$ cat config.mk
export PLATFORM = sky130hd
export DESIGN_NAME = piso_serializer
export DESIGN_NICKNAME = d
export VERILOG_FILES = /design/src/rtl/piso_pkg.sv /design/src/rtl/piso_bit_counter.sv /design/src/rtl/piso_serializer.sv
export SDC_FILE = /design/constraint.sdc
export NUM_CORES = 1
export LEC_CHECK = 0
export CELL_PAD_IN_SITES_DETAIL_PLACEMENT = 0
export CELL_PAD_IN_SITES_GLOBAL_PLACEMENT = 1
export CORE_MARGIN = 5
export CORE_UTILIZATION = 28
export CTS_BUF_LIST = sky130_fd_sc_hd__clkbuf_4 sky130_fd_sc_hd__clkbuf_8
export CTS_CLUSTER_DIAMETER = 50
export DETAILED_ROUTE_END_ITERATION = 10
export PLACE_DENSITY_LB_ADDON = 0.12
export SKIP_LAST_GASP = 1
export SYNTH_ARGS = -nofsm -noshare
export SYNTH_HDL_FRONTEND = slang
export SYNTH_SLANG_ARGS = --single-unit
$ cat constraint.sdc
create_clock -name clk -period 4.1 [get_ports clk]
set_input_delay 0.41 -clock clk [delete_from_list [all_inputs] [get_ports clk]]
set_output_delay 0.41 -clock clk [all_outputs]
set_load 0.01 [all_outputs]
$ cat src/rtl/piso_pkg.sv
// Shared types and frame-geometry helpers for the PISO serializer.
// PISO_PARITY_EN adds one trailing even-parity bit to every frame.
package piso_pkg;

  typedef enum logic {
    IDLE  = 1'b0,
    SHIFT = 1'b1
  } state_t;

  function automatic int frame_len(input int width);
`ifdef PISO_PARITY_EN
    return width + 32'sd1;
`else
    return width;
`endif
  endfunction

  function automatic int count_width(input int width);
    return $clog2(frame_len(width) + 32'sd1);
  endfunction

endpackage

$ cat src/rtl/piso_bit_counter.sv
// Frame bit counter: clear/enable controlled, flags the final bit position.
module piso_bit_counter #(
  parameter int FRAME_LEN = 8,
  parameter int CW        = 4
) (
  input  logic clk,
  input  logic rst,
  input  logic clear,
  input  logic enable,
  output logic last
);

  localparam logic [CW-1:0] LAST_CNT = CW'(FRAME_LEN - 1);

  logic [CW-1:0] count_r;

  // Count wraps to zero after the final bit so it never reaches FRAME_LEN.
  always_ff @(posedge clk or posedge rst) begin
    if (rst) begin
      count_r <= '0;
    end else if (clear) begin
      count_r <= '0;
    end else if (enable) begin
      count_r <= last ? '0 : count_r + CW'(1);
    end else begin
      count_r <= count_r;
    end
  end

  assign last = (count_r == LAST_CNT);

endmodule

$ cat src/rtl/piso_serializer.sv
// Parallel-in serial-out serializer with valid/ready load and ser_en stall.
// Define PISO_PARITY_EN to append an even-parity bit after the data bits.
module piso_serializer
  import piso_pkg::*;
#(
  parameter int WIDTH     = 8,
  parameter bit MSB_FIRST = 1'b1
) (
  input  logic             clk,
  input  logic             rst,
  input  logic             load_valid,
  output logic             load_ready,
  input  logic [WIDTH-1:0] load_data,
  input  logic             ser_en,
  output logic             ser_bit,
  output logic             ser_valid,
  output logic             ser_last,
  output logic             busy
);

  localparam int FRAME_LEN = frame_len(WIDTH);
  localparam int CW        = count_width(WIDTH);

  state_t           state_r;
  state_t           state_s;
  logic [WIDTH-1:0] shreg_r;
  logic             handshake_s;
  logic             last_s;
  logic             data_bit_s;
  logic             cnt_en_s;

  assign handshake_s = load_valid && load_ready;
  assign data_bit_s  = MSB_FIRST ? shreg_r[WIDTH-1] : shreg_r[0];
  assign cnt_en_s    = (state_r == SHIFT) && ser_en;

  piso_bit_counter #(
    .FRAME_LEN (FRAME_LEN),
    .CW        (CW)
  ) u_bit_counter (
    .clk    (clk),
    .rst    (rst),
    .clear  (handshake_s),
    .enable (cnt_en_s),
    .last   (last_s)
  );

`ifdef PISO_PARITY_EN
  logic parity_r;

  // Parity of the captured word, presented after the last data bit.
  always_ff @(posedge clk or posedge rst) begin
    if (rst) begin
      parity_r <= 1'b0;
    end else if (handshake_s) begin
      parity_r <= ^load_data;
    end else begin
      parity_r <= parity_r;
    end
  end
`endif

  // State register.
  always_ff @(posedge clk or posedge rst) begin
    if (rst) begin
      state_r <= IDLE;
    end else begin
      state_r <= state_s;
    end
  end

  // Shift register: a new word on handshake overrides the shift of the final bit.
  always_ff @(posedge clk or posedge rst) begin
    if (rst) begin
      shreg_r <= '0;
    end else if (handshake_s) begin
      shreg_r <= load_data;
    end else if (cnt_en_s) begin
      shreg_r <= MSB_FIRST ? {shreg_r[WIDTH-2:0], 1'b0} : {1'b0, shreg_r[WIDTH-1:1]};
    end else begin
      shreg_r <= shreg_r;
    end
  end

  // Next-state and output decode.
  always_comb begin
    state_s    = state_r;
    load_ready = 1'b0;
    ser_valid  = 1'b0;
    ser_bit    = 1'b0;
    ser_last   = 1'b0;
    busy       = 1'b0;
    case (state_r)
      IDLE: begin
        load_ready = 1'b1;
        if (load_valid) begin
          state_s = SHIFT;
        end else begin
          state_s = IDLE;
        end
      end
      SHIFT: begin
        ser_valid  = 1'b1;
        busy       = 1'b1;
        ser_last   = last_s;
        load_ready = last_s && ser_en;
`ifdef PISO_PARITY_EN
        ser_bit    = last_s ? parity_r : data_bit_s;
`else
        ser_bit    = data_bit_s;
`endif
        if (ser_en && last_s) begin
          state_s = load_valid ? SHIFT : IDLE;
        end else begin
          state_s = SHIFT;
        end
      end
      default: begin
        state_s = IDLE;
      end
    endcase
  end

endmodule

* Word level (Yosys, flattened, before mapping)
Index checks and enable logic that the tools add are counted.
Word-level totals: register bits 13, word-level logic and storage cells 22
Operators by class: equality and inequality tests 1, muxes and demuxes 12, bitwise logic cells 1, reduce and logical (&&, ||, !) cells 4, $add $sub $neg 1
Operator list (number):
- 8-bit 2-to-1 mux | 2
- 4-bit 2-to-1 mux | 3
- 1-bit 2-to-1 mux | 5
- 4-bit by 1-bit adder with 4-bit output, second input constant | 1
- 4-bit by 3-bit == test with 1-bit output, second input constant | 1
- 1-bit case mux with 2 select lines | 2
- 1-bit logical AND | 3
- 2-bit nonzero test | 1
- 1-bit inverter | 1

* Depth between registers and ports, before layout
depth in word-level cells 5, mapped depth 4

* Hierarchy
From an unflattened synthesis, not the netlist that was laid out.
Second synthesis, totals: cell total of the unflattened synthesis 78, area, all modules 827.0 sq um
Modules (own cells, without submodules):
- piso_serializer | cells each 59, area an instance 615.6 sq um, instances 1, seq. area each 225.2 sq um
- piso_bit_counter | cells each 19, area an instance 211.5 sq um, instances 1, seq. area each 100.1 sq um

* Worst setup path before layout
Ideal clock, no wire load.
path kind flip-flop to output port, start point register u_bit_counter.count_r[0], end point output port ser_last, stages on the path, launching flop included 4, required time 3.690 ns, arrival time 1.031 ns, buffers on the path 0, path slack 2.659 ns, path through dfrtp_1 ha_1 and3b_2 and2_1
On the way: cells in the longest elaborated chain, start to end 2
RTL lines:
- from (decl) | line piso_bit_counter.sv:15 | logic [CW-1:0] count_r;
- from (signal assigned) | line piso_bit_counter.sv:24 | count_r <= last ? '0 : count_r + CW'(1);
- from (signal assigned) | line piso_bit_counter.sv:26 | count_r <= count_r;
- 4-bit by 3-bit == test with 1-bit output | line piso_bit_counter.sv:30 | assign last = (count_r == LAST_CNT);
- 1-bit 2-to-1 mux | line piso_serializer.sv:92 | case (state_r)
- to (decl) | line piso_serializer.sv:17 | output logic ser_last,
No other way between the ends.

* Worst setup path in the final report
start point input port ser_en, end point output port load_ready
On the way: cells in the longest elaborated chain, start to end 2
RTL lines:
- from (decl) | line piso_serializer.sv:14 | input logic ser_en,
- 1-bit logical AND | line piso_serializer.sv:105 | load_ready = last_s && ser_en;
- 1-bit case mux with 2 select lines | line piso_serializer.sv:92
- to (decl) | line piso_serializer.sv:12 | output logic load_ready,
No other way between the ends.

==> results.toml <==
[detailed_routing]
routedWlPerCell_um = 13.6
vias = 498
drtIter0Drc = 15
antenna_left = 0
drt-total-wl_mm = 1.39
drc = 0
via_per_inst = 4.88
dr.pass1.iters = 4

[clock_tree]
cts_tree = "built"
cts_resized = 0
cts_made_buffers = 3
clkLatencyLatePin_ps = 270
cts_setup_buffers = 0
h-tree-depth = 1
clock-sinks = 13
root_buffer = "clkbuf_4"
path_clk_slew_ps = 80
holdBufCountCts = 0
clock_path_buffers = 2

[floorplan]
start_util_pct = 29.4
core_mm2 = 0.00221
die_h_um = 58.2
num_rows = 17
num_io_pins = 17
die_w_um = 58.2
die-area_mm2 = 0.00338

[sta]
period_share_pct = 56.7
fmaxAchievable_mhz = 430
period_needed_ps = 2320
hold_viol = 0
slew_headroom_pct = 66.1
worstMarginPinSlew_ps = 508
finalClockSkew_ps = 3.31
fin_tns_setup_ps = 0
setup_viol = 0
slew_violations = 0
rsz0062_at_grt = "false"

[power]
leakagePower_nw = 0.385
p_sw_uw = 132
power_density_mw_per_mm2 = 503
p_seq_share_pct = 48.5
internal_power_uw = 301
clkPwrFrac_pct = 19.9
p_comb_share_pct = 31.7
ir_worst_vdd_uv = 197
switching_share_pct = 30.5
total_power_uw = 433

[flow_run]
drv_cap = 0

[global_route]
track_usage_pct = 9.68
grt.busiest_layer = "met2"
use_met3_pct = 4.68
grt_overflow = 0
grt_use_met1_pct = 12.9
use_met2_pct = 13.7
grt_max_degree = 14
grt_pass1_vias = 510
grt_pass1_wl_mm = 2.44
antenna_found_initial = 0

[layout]
nets = 88
num_antenna_cells = 0
regArea_um2 = 325
fillCellCount = 230
layout-drive-gt1-share_pct = 10.8
utilization_pct = 39.0
multi_input_area_um2 = 308
syn2layout_area_growth_pct = 32.8

[hold_path]
hp-class = "in2async"

[yosys]
syn_area_per_cell_um2 = 11.6
syn_inst = 56
yosysSeqAreaShare_pct = 50.1
netlist_area_um2 = 649
ys_ff_latch = 13
synthMuxAreaShare_pct = 3.85
yosys.area_share.adder_pct = 1.93
syn-num-nets = 69
synthSimpleGateAreaFrac_pct = 17.3
synth-compound-area-share_pct = 24.3
synth_top_family_by_area = "compound AO/OA/AOI/OAI gates"
ys.warnings.count = 0
synth_xor_area_share_pct = 0
yosysUniqueCellTypes = 24

[placement]
place_congestion = 0.740
dp_hpwl_mm = 1.00
io_buffers = 16

[setup_path]
path_buf_inv = 2
crit_required_ps = 3690
path_max_fanout = 7
cp.arrival_ps = 1910
cpMostUsedCell = "clkdlybuf4s50_1"
endpoint_kind = "output pin"
critical-path-slowest-cell = "clkdlybuf4s50_1"
slowest_delay_ps = 610
cp_cell_sequence = "clkdlybuf4s50_1 > nand4b_1 > nand2_1 > clkdlybuf4s50_1"
path_delay_family = "buffers and inverters"
cp-start-kind = "input pin"
worst-setup-path-type = "in2out"

[outcome]
status = "complete, no violations"
## stage by stage
step                      instance area (um2)  hold WS [ps]  worst slack (ps)  std cells
after floorplan                           649           287              2660         56
after global placement                    832           486              1800         98
after detailed placement                  832           486              1760         98
after CTS                                 862           478              1750        102
after global routing                      862           511              1690        102
final                                     862           457              1780        102
## Yosys cell counts
library cell	n	area [um2]
a21boi_0	1	7.51
a21boi_4	1	18.8
a21o_1	1	7.51
a21oi_1	2	10.0
a21oi_2	1	8.76
a221o_1	7	70.1
a22o_1	2	17.5
and2_1	9	56.3
and3b_2	1	10.0
buf_2	1	5.00
buf_4	1	7.51
dfrtp_1	13	325
ha_1	1	12.5
inv_1	1	3.75
mux2_1	1	11.3
mux2i_2	1	13.8
nand2_1	3	11.3
nand2b_1	1	6.26
nand3_1	2	10.0
nand4_1	1	6.26
nand4b_1	1	8.76
nor2_1	1	3.75
o21ai_0	2	10.0
o31ai_1	1	7.51
## final cells by class
type                    instances  area share [%]
flip-flops and latches         13            37.7
multi-input cells              40            35.7
repair buffers                 16            18.6
well taps                      28            4.06
clock buffers                   4            3.48
inverters                       1           0.435
## power by group through the flow
| stage | logic (mW) | clock network, mW | registers (mW) |
|---|---|---|---|
| 2_1_floorplan | 0.0983 | 0 | 0.199 |
| 3_3_place_gp | 0.138 | 0 | 0.211 |
| 3_5_place_dp | 0.138 | 0 | 0.212 |
| 4_1_cts | 0.140 | 0.0891 | 0.209 |
| 5_1_grt | 0.156 | 0.0973 | 0.217 |
| 6_report | 0.137 | 0.0860 | 0.210 |
## per-layer routing
metal  vias up  part of all wire (%)
met3         2                   5.8
met2        14                    43
met4         0                  0.94
met1       232                    51
li1        250                     -
met5         -                     0
## layout by cell type (no fill, tap or decap)
cell | netlist | routed
clkdlybuf4s50_1 | 0 | 16
dfrtp_1 | 13 | 13
and2_1 | 9 | 9
a221o_1 | 7 | 7
clkbuf_4 | 0 | 4
nand2_1 | 3 | 3
nand3_1 | 2 | 2
a21oi_1 | 2 | 2
o21ai_0 | 2 | 2
a22o_1 | 2 | 2
and3b_2 | 1 | 1
a21oi_2 | 1 | 1
nand4b_1 | 1 | 1
a21boi_4 | 1 | 1
mux2i_2 | 1 | 1
o31ai_1 | 1 | 1
a21o_1 | 1 | 1
nor2_1 | 1 | 1
a21boi_0 | 1 | 1
nand2b_1 | 1 | 1
inv_1 | 1 | 1
nand4_1 | 1 | 1
mux2_1 | 1 | 1
ha_1 | 1 | 1
## worst paths after layout
kind	end	start	cells past startpoint	slack (ps)
worst max-delay path	load_ready	ser_en	4	1780
worst min-delay path	shreg_r[5]$_DFFE_PP0P_	rst	2	460
worst max register to register	shreg_r[1]$_DFFE_PP0P_	u_bit_counter.count_r[0]$_DFFE_PP0P_	4	2560
worst min register to register	shreg_r[5]$_DFFE_PP0P_	shreg_r[4]$_DFFE_PP0P_	1	500
max in group asynchronous	u_bit_counter.count_r[3]$_DFFE_PP0P_	rst	2	3300
min in group clk	shreg_r[5]$_DFFE_PP0P_	shreg_r[4]$_DFFE_PP0P_	1	500
## kinds of logic (layout without fill, tap and decap cells)
logic type,count (synthesis),count (layout)
simple gates,19,19
compound gates,18,18
flops,13,13
buf+inv,3,21
mux,2,2
fa+ha+maj,1,1
## flip-flops by register name, indices dropped and copies added (netlist names)
signal and count:
state_r 1, u_bit_counter.count_r 4, shreg_r 8
## worst register-to-register path: cells and delay by family (launching register included)
kind | cells | cell delay, ps
and+or+nand+nor | 1 | 250
AOI/OAI and AO/OA | 2 | 540
adders and majority gates | 1 | 270
DFF | 1 | 420
(Power assumes the default switching activity.)
==> variant 1 (same flow settings) <==
Set the parameter `WIDTH` to 9 (it was 8).
--- a/src/rtl/piso_serializer.sv
+++ b/src/rtl/piso_serializer.sv
@@ -4,5 +4,5 @@
   import piso_pkg::*;
 #(
-  parameter int WIDTH     = 8,
+  parameter int WIDTH     = 9,
   parameter bit MSB_FIRST = 1'b1
 ) (
Ports: changed (resized load_data); port bits go from 17 to 18. The function was not compared with the original's and may differ.
==> variant 1 against the unedited design <==
Design area increased by 10%. Total power is 37% higher. Worst setup slack worse by 0.018 ns. Critical path depth is 1 higher. Clock power is 15% higher. Sequential cell count up 1. Wire length grew 10%. Count of clock-buffer cells in the layout is the same. Area after synthesis increased by 13%. Fmax is 0.78% lower. Critical path type is now reg2out. Critical endpoint is now ser_last. Largest power group unchanged.
==> variant 1: results (changes against the unedited design) <==
Finish
  • Proportion of layout cells with a drive suffix above 1: 9.64% (-1.2 points)
  • Nets@finish: 99 (+13%)
  • Fill cell count: 266 (+16%)
  • Top Registers: shreg_r x9, u_bit_counter.count_r x4, state_r x1

GRT
  • First-pass GRT wire length: 2.55 mm (+4.6%)
  • Total track usage: 9.26% (-0.42 points)
  • Pin count of the biggest net entering global routing: 15 (+1)
  • Vias in the first global route: 526 (+3.1%)

Detailed routing
  • Vias/cell: 4.91 (+0.60%)
  • Initial DRT Pass Iterations: 3 (-1)
  • Avg WL per Cell: 13.6 µm (-0.44%)

CTS
  • Clock Pin Slew Worst Setup and Hold Paths: 0.09 ns
  • Clk root buf: clkbuf_4

Worst setup path
  • Worst Path Arrival: 1.93 ns (+0.02 ns)
  • Critical Path Fanout Max: 6 (-1)
  • R2R depth: 3 (-1)
  • Slowest stage delay, CP: 0.48 ns (-0.13 ns)

Power and ir drop
  • Worst vdd ir: 0.311 mV (+58%)
  • Pleak: 0.421 nW (+9.2%)

Logic synthesis
  • Fraction of the mapped netlist area in adder cells: 3.42% (+1.5 points)
  • Compound-Gate Fraction of Synth Area: 22.1% (-2.2 points)
  • Synth cell count leaders: 14 x dfrtp_1, 8 x a221o_1, 7 x and2_0
  • Multiplexer share of the synthesized area: 1.37% (-2.5 points)
  • Top post-synthesis cells by area: dfrtp_1 48%, a221o_1 11%, and2_0 6.0%
  • Post-synth cell types: 26 (+8.3%)
  • Seq/Total Area, Yosys: 47.9% (-2.2 points)
  • Syn nets: 80 (+16%)

Placed design
  • Gp weighted congestion: 0.760 (+2.7%)
  • DPL Wire Length: 1.11 mm (+10%)
  • Port Buffers: 17 (+1)

STA
  • Max_slew headroom: 41.7% (-24 points)
  • Max Clock Skew: 0.00216 ns (-0.00115 ns)

Run status
  • Status: completed
==> variant 1: cell types whose count changed in the layout (fill, tap and decap cells not counted), moves of 2 or more <==
cell and change:
nand3_1 +2, and2_0 +7, inv_1 +2, and2_1 -7
==> variant 1: cell type report <==
cell class	instances	area, µm²	share of cell area [%]
Tap cell	30	37.5	3.96
Multi-Input combinational cell	45	343	36.1
Sequential cell	14	350	36.9
Clock buffer	4	36.3	3.83
Inverter	3	11.3	1.19
Timing Repair Buffer	17	170	17.9
==> variant 1: logic make-up (layout without fill, tap and decap cells) <==
family                     Yosys count  after routing
muxes                                1              1
AOI/OAI and AO/OA                   18             18
adders and majority gates            2              2
and+or+nand+nor                     24             24
DFF                                 14             14
buffers and inverters                6             24
==> variant 1: through the flow <==
stage          setup slack [ns]  area [µm²]  cells
2_1_floorplan              2.62         731     65
3_3_place_gp               1.83         912    109
3_5_place_dp               1.83         912    109
4_1_cts                    1.74         948    113
5_1_grt                    1.66         948    113
6_report                   1.76         948    113
==> variant 1: worst paths after layout <==
| path | start | slack, ns | endpoint |
|---|---|---|---|
| min in group clk | shreg_r[4] | 0.51 | shreg_r[5] |
| hold / removal | rst | 0.47 | shreg_r[4] |
| setup / recovery | u_bit_counter.count_r[0] | 1.76 | ser_last |
| hold reg to reg | shreg_r[4] | 0.51 | shreg_r[5] |
| max in group asynchronous | rst | 3.27 | shreg_r[8] |
| setup reg to reg | state_r | 2.30 | shreg_r[4] |
==> variant 1: metal layers <==
layer  track usage, %  up-vias  share of wire, %
li1                 -      278                 -
met1             13.3      263                50
met2             13.6       12                43
met3             3.77        2               6.3
met4            0.929        0              0.59
met5                0        -                 0
==> variant 1: worst reg2reg max path, stage by stage (launching register included) <==
cell,delay [ns]
dfrtp_1,0.62
mux2i_1,0.78
and2_0,0.23
a221o_1,0.11
==> variant 1: power breakdown <==
group	switching [mW]	internal, mW	leakage [nW]
logic	0.104	0.137	0.223
clock network	0.0447	0.0540	0.0210
registers	0.0529	0.200	0.177
total	0.202	0.391	0.421
==> variant 2 (same flow settings) <==
Made on the original files. Add a define of `PISO_PARITY_EN`.
--- a/src/rtl/piso_pkg.sv
+++ b/src/rtl/piso_pkg.sv
@@ -1,4 +1,6 @@
 // Shared types and frame-geometry helpers for the PISO serializer.
 // PISO_PARITY_EN adds one trailing even-parity bit to every frame.
+`define PISO_PARITY_EN
+
 package piso_pkg;
 
Function: changed (Yosys sat finds a counterexample within 10 cycles, from zero or initial values and one cycle with rst high).
==> variant 2 against the unedited design <==
Design area up 28%. Sequential power rose by 17%. Area after synthesis grew 37%. Total power grew 32%. Highest routed layer unchanged. Sequential cell count is 1 higher. Combinational power grew 61%. Clock power is 22% higher. Wire length grew 70%. Worst setup slack worse by 0.26 ns. Critical endpoint unchanged.
==> variant 2: results (changes against the unedited design) <==
Worst setup path
  • Critical Path Fanout Max: 10 (+3)
  • Worst Path Arrival: 2.18 ns (+0.27 ns)
  • Slowest stage delay, CP: 0.56 ns (-0.05 ns)
  • Slowest CP cell: clkdlybuf4s50_1
  • Crit-path leading delay family: buffers and inverters

CTS
  • Clk root buf: clkbuf_4
  • CTS H-tree depth: 1 (unchanged)
  • Postcts setup bufs: 0 (unchanged)
  • CTS buffer count: 3 (unchanged)
  • Post-CTS sizing: 0 (unchanged)
  • CTS max path bufs: 2 (unchanged)
  • Clock Pin Slew Worst Setup and Hold Paths: 0.10 ns (+0.02 ns)
  • Hold-fix buffers, CTS: 0 (unchanged)
  • Clk_lat worst skew: 0.29 ns (+0.02 ns)

Finish
  • Top Registers: shreg_r x8, u_bit_counter.count_r x4
  • Nets@finish: 123 (+40%)
  • Largest Register: shreg_r
  • N_diodes: 0 (unchanged)
  • Proportion of layout cells with a drive suffix above 1: 6.48% (-4.3 points)
  • Fill cell count: 328 (+43%)

GRT
  • Antenna violations before repair: 0 (unchanged)
  • Vias in the first global route: 805 (+58%)
  • GRT met1 Usage: 16.9% (+3.9 points)
  • M2 GR Usage: 18.2% (+4.5 points)
  • First-pass GRT wire length: 3.99 mm (+64%)
  • Grt met3 use: 2.38% (-2.3 points)
  • Total gr overflow: 0 (unchanged)
  • Total track usage: 12.1% (+2.5 points)
  • Pin count of the biggest net entering global routing: 19 (+5)

STA
  • Max_slew headroom: 61.6% (-4.5 points)
  • Max Clock Skew: 0.00563 ns (+0.00232 ns)
  • Max-slew violations: 0 (unchanged)

Placed design
  • DPL Wire Length: 1.73 mm (+72%)
  • Port Buffers: 16 (unchanged)
  • Gp weighted congestion: 0.680 (-8.1%)

Logic synthesis
  • Post-synth cell types: 30 (+25%)
  • Synth cell count leaders: 14 x dfrtp_1, 11 x o22ai_1, 8 x o21ai_0
  • Syn nets: 107 (+55%)
  • Top post-synthesis cells by area: dfrtp_1 39%, o22ai_1 7.7%, xnor2_1 6.9%
  • Syn. warnings: 0 (unchanged)
  • Seq/Total Area, Yosys: 39.4% (-11 points)
  • Async SR Flop Fraction: 100% (unchanged)

Detailed routing
  • M1 wire length: 1.21 mm (+73%)
  • Vias/cell: 5.11 (+4.7%)
  • DRT iter0 DRCs: 39 (+24)
  • Initial DRT Pass Iterations: 4 (unchanged)
  • Top routing layer in use: met4
  • Met3 Wirelength: 95 µm (+19%)
  • Met2 routed WL: 1.04 mm (+76%)
  • Avg WL per Cell: 15.6 µm (+14%)

Power and ir drop
  • Worst vdd ir: 0.168 mV (-15%)
  • Pleak: 0.439 nW (+14%)

Run status
  • Status: completed

Worst hold path
  • HP Class: in2async
[variant 2: cell count changes after synthesis, moves of 6 or more]
cell | before | now
o22ai_1 | 0 | 11
a221o_1 | 7 | 0
and2_1 | 9 | 2
xnor2_1 | 0 | 7
o21ai_0 | 2 | 8
[variant 2: final cells by class]
cell class,instances,area share [%]
clock buffer,4,3.28
inverter,4,1.36
multi-input combinational,70,44.3
sequential,14,31.6
tap,44,4.97
timing repair buffer,16,14.5
[variant 2: worst paths after layout]
kind	start	to	slack (ns)	cells past startpoint
min in group clk	shreg_r[0]	shreg_r[0]	0.55	1
min	rst	shreg_r[2]	0.46	2
min reg2reg	shreg_r[0]	shreg_r[0]	0.55	1
max reg2reg	state_r	shreg_r[1]	2.42	4
max in group asynchronous	rst	shreg_r[5]	3.25	2
max	ser_en	load_ready	1.51	4
[variant 2: cell families after synthesis]
group / after synthesis / share of synthesized area (%)
AOI/OAI and AO/OA: 34 / 25.0
xor gates and xnor gates: 7 / 6.89
adders and majority gates: 2 / 2.81
buffers and inverters: 9 / 5.48
DFF: 14 / 39.4
muxes: 4 / 4.50
and+or+nand+nor: 23 / 15.9
[variant 2: power breakdown]
part           switching, mW  internal (mW)
registers             0.0547          0.191
clock network         0.0511         0.0540
logic                  0.103          0.117
[variant 2: worst reg2reg max path, delay by kind of cell (launching register included)]
family | cells | cell delay, ns
compound gates | 2 | 0.30
flops | 1 | 0.60
simple gates | 2 | 0.71
[variant 2: per-stage QoR]
step,setup slack [ns],std cells,cell area [µm²],util (%)
floorplan,2.51,93,890,-
global placement,1.55,148,1070,35.1
detailed placement,1.52,148,1070,35.1
CTS,1.51,152,1110,36.3
global route,1.35,152,1110,36.3
finish,1.51,152,1110,36.3
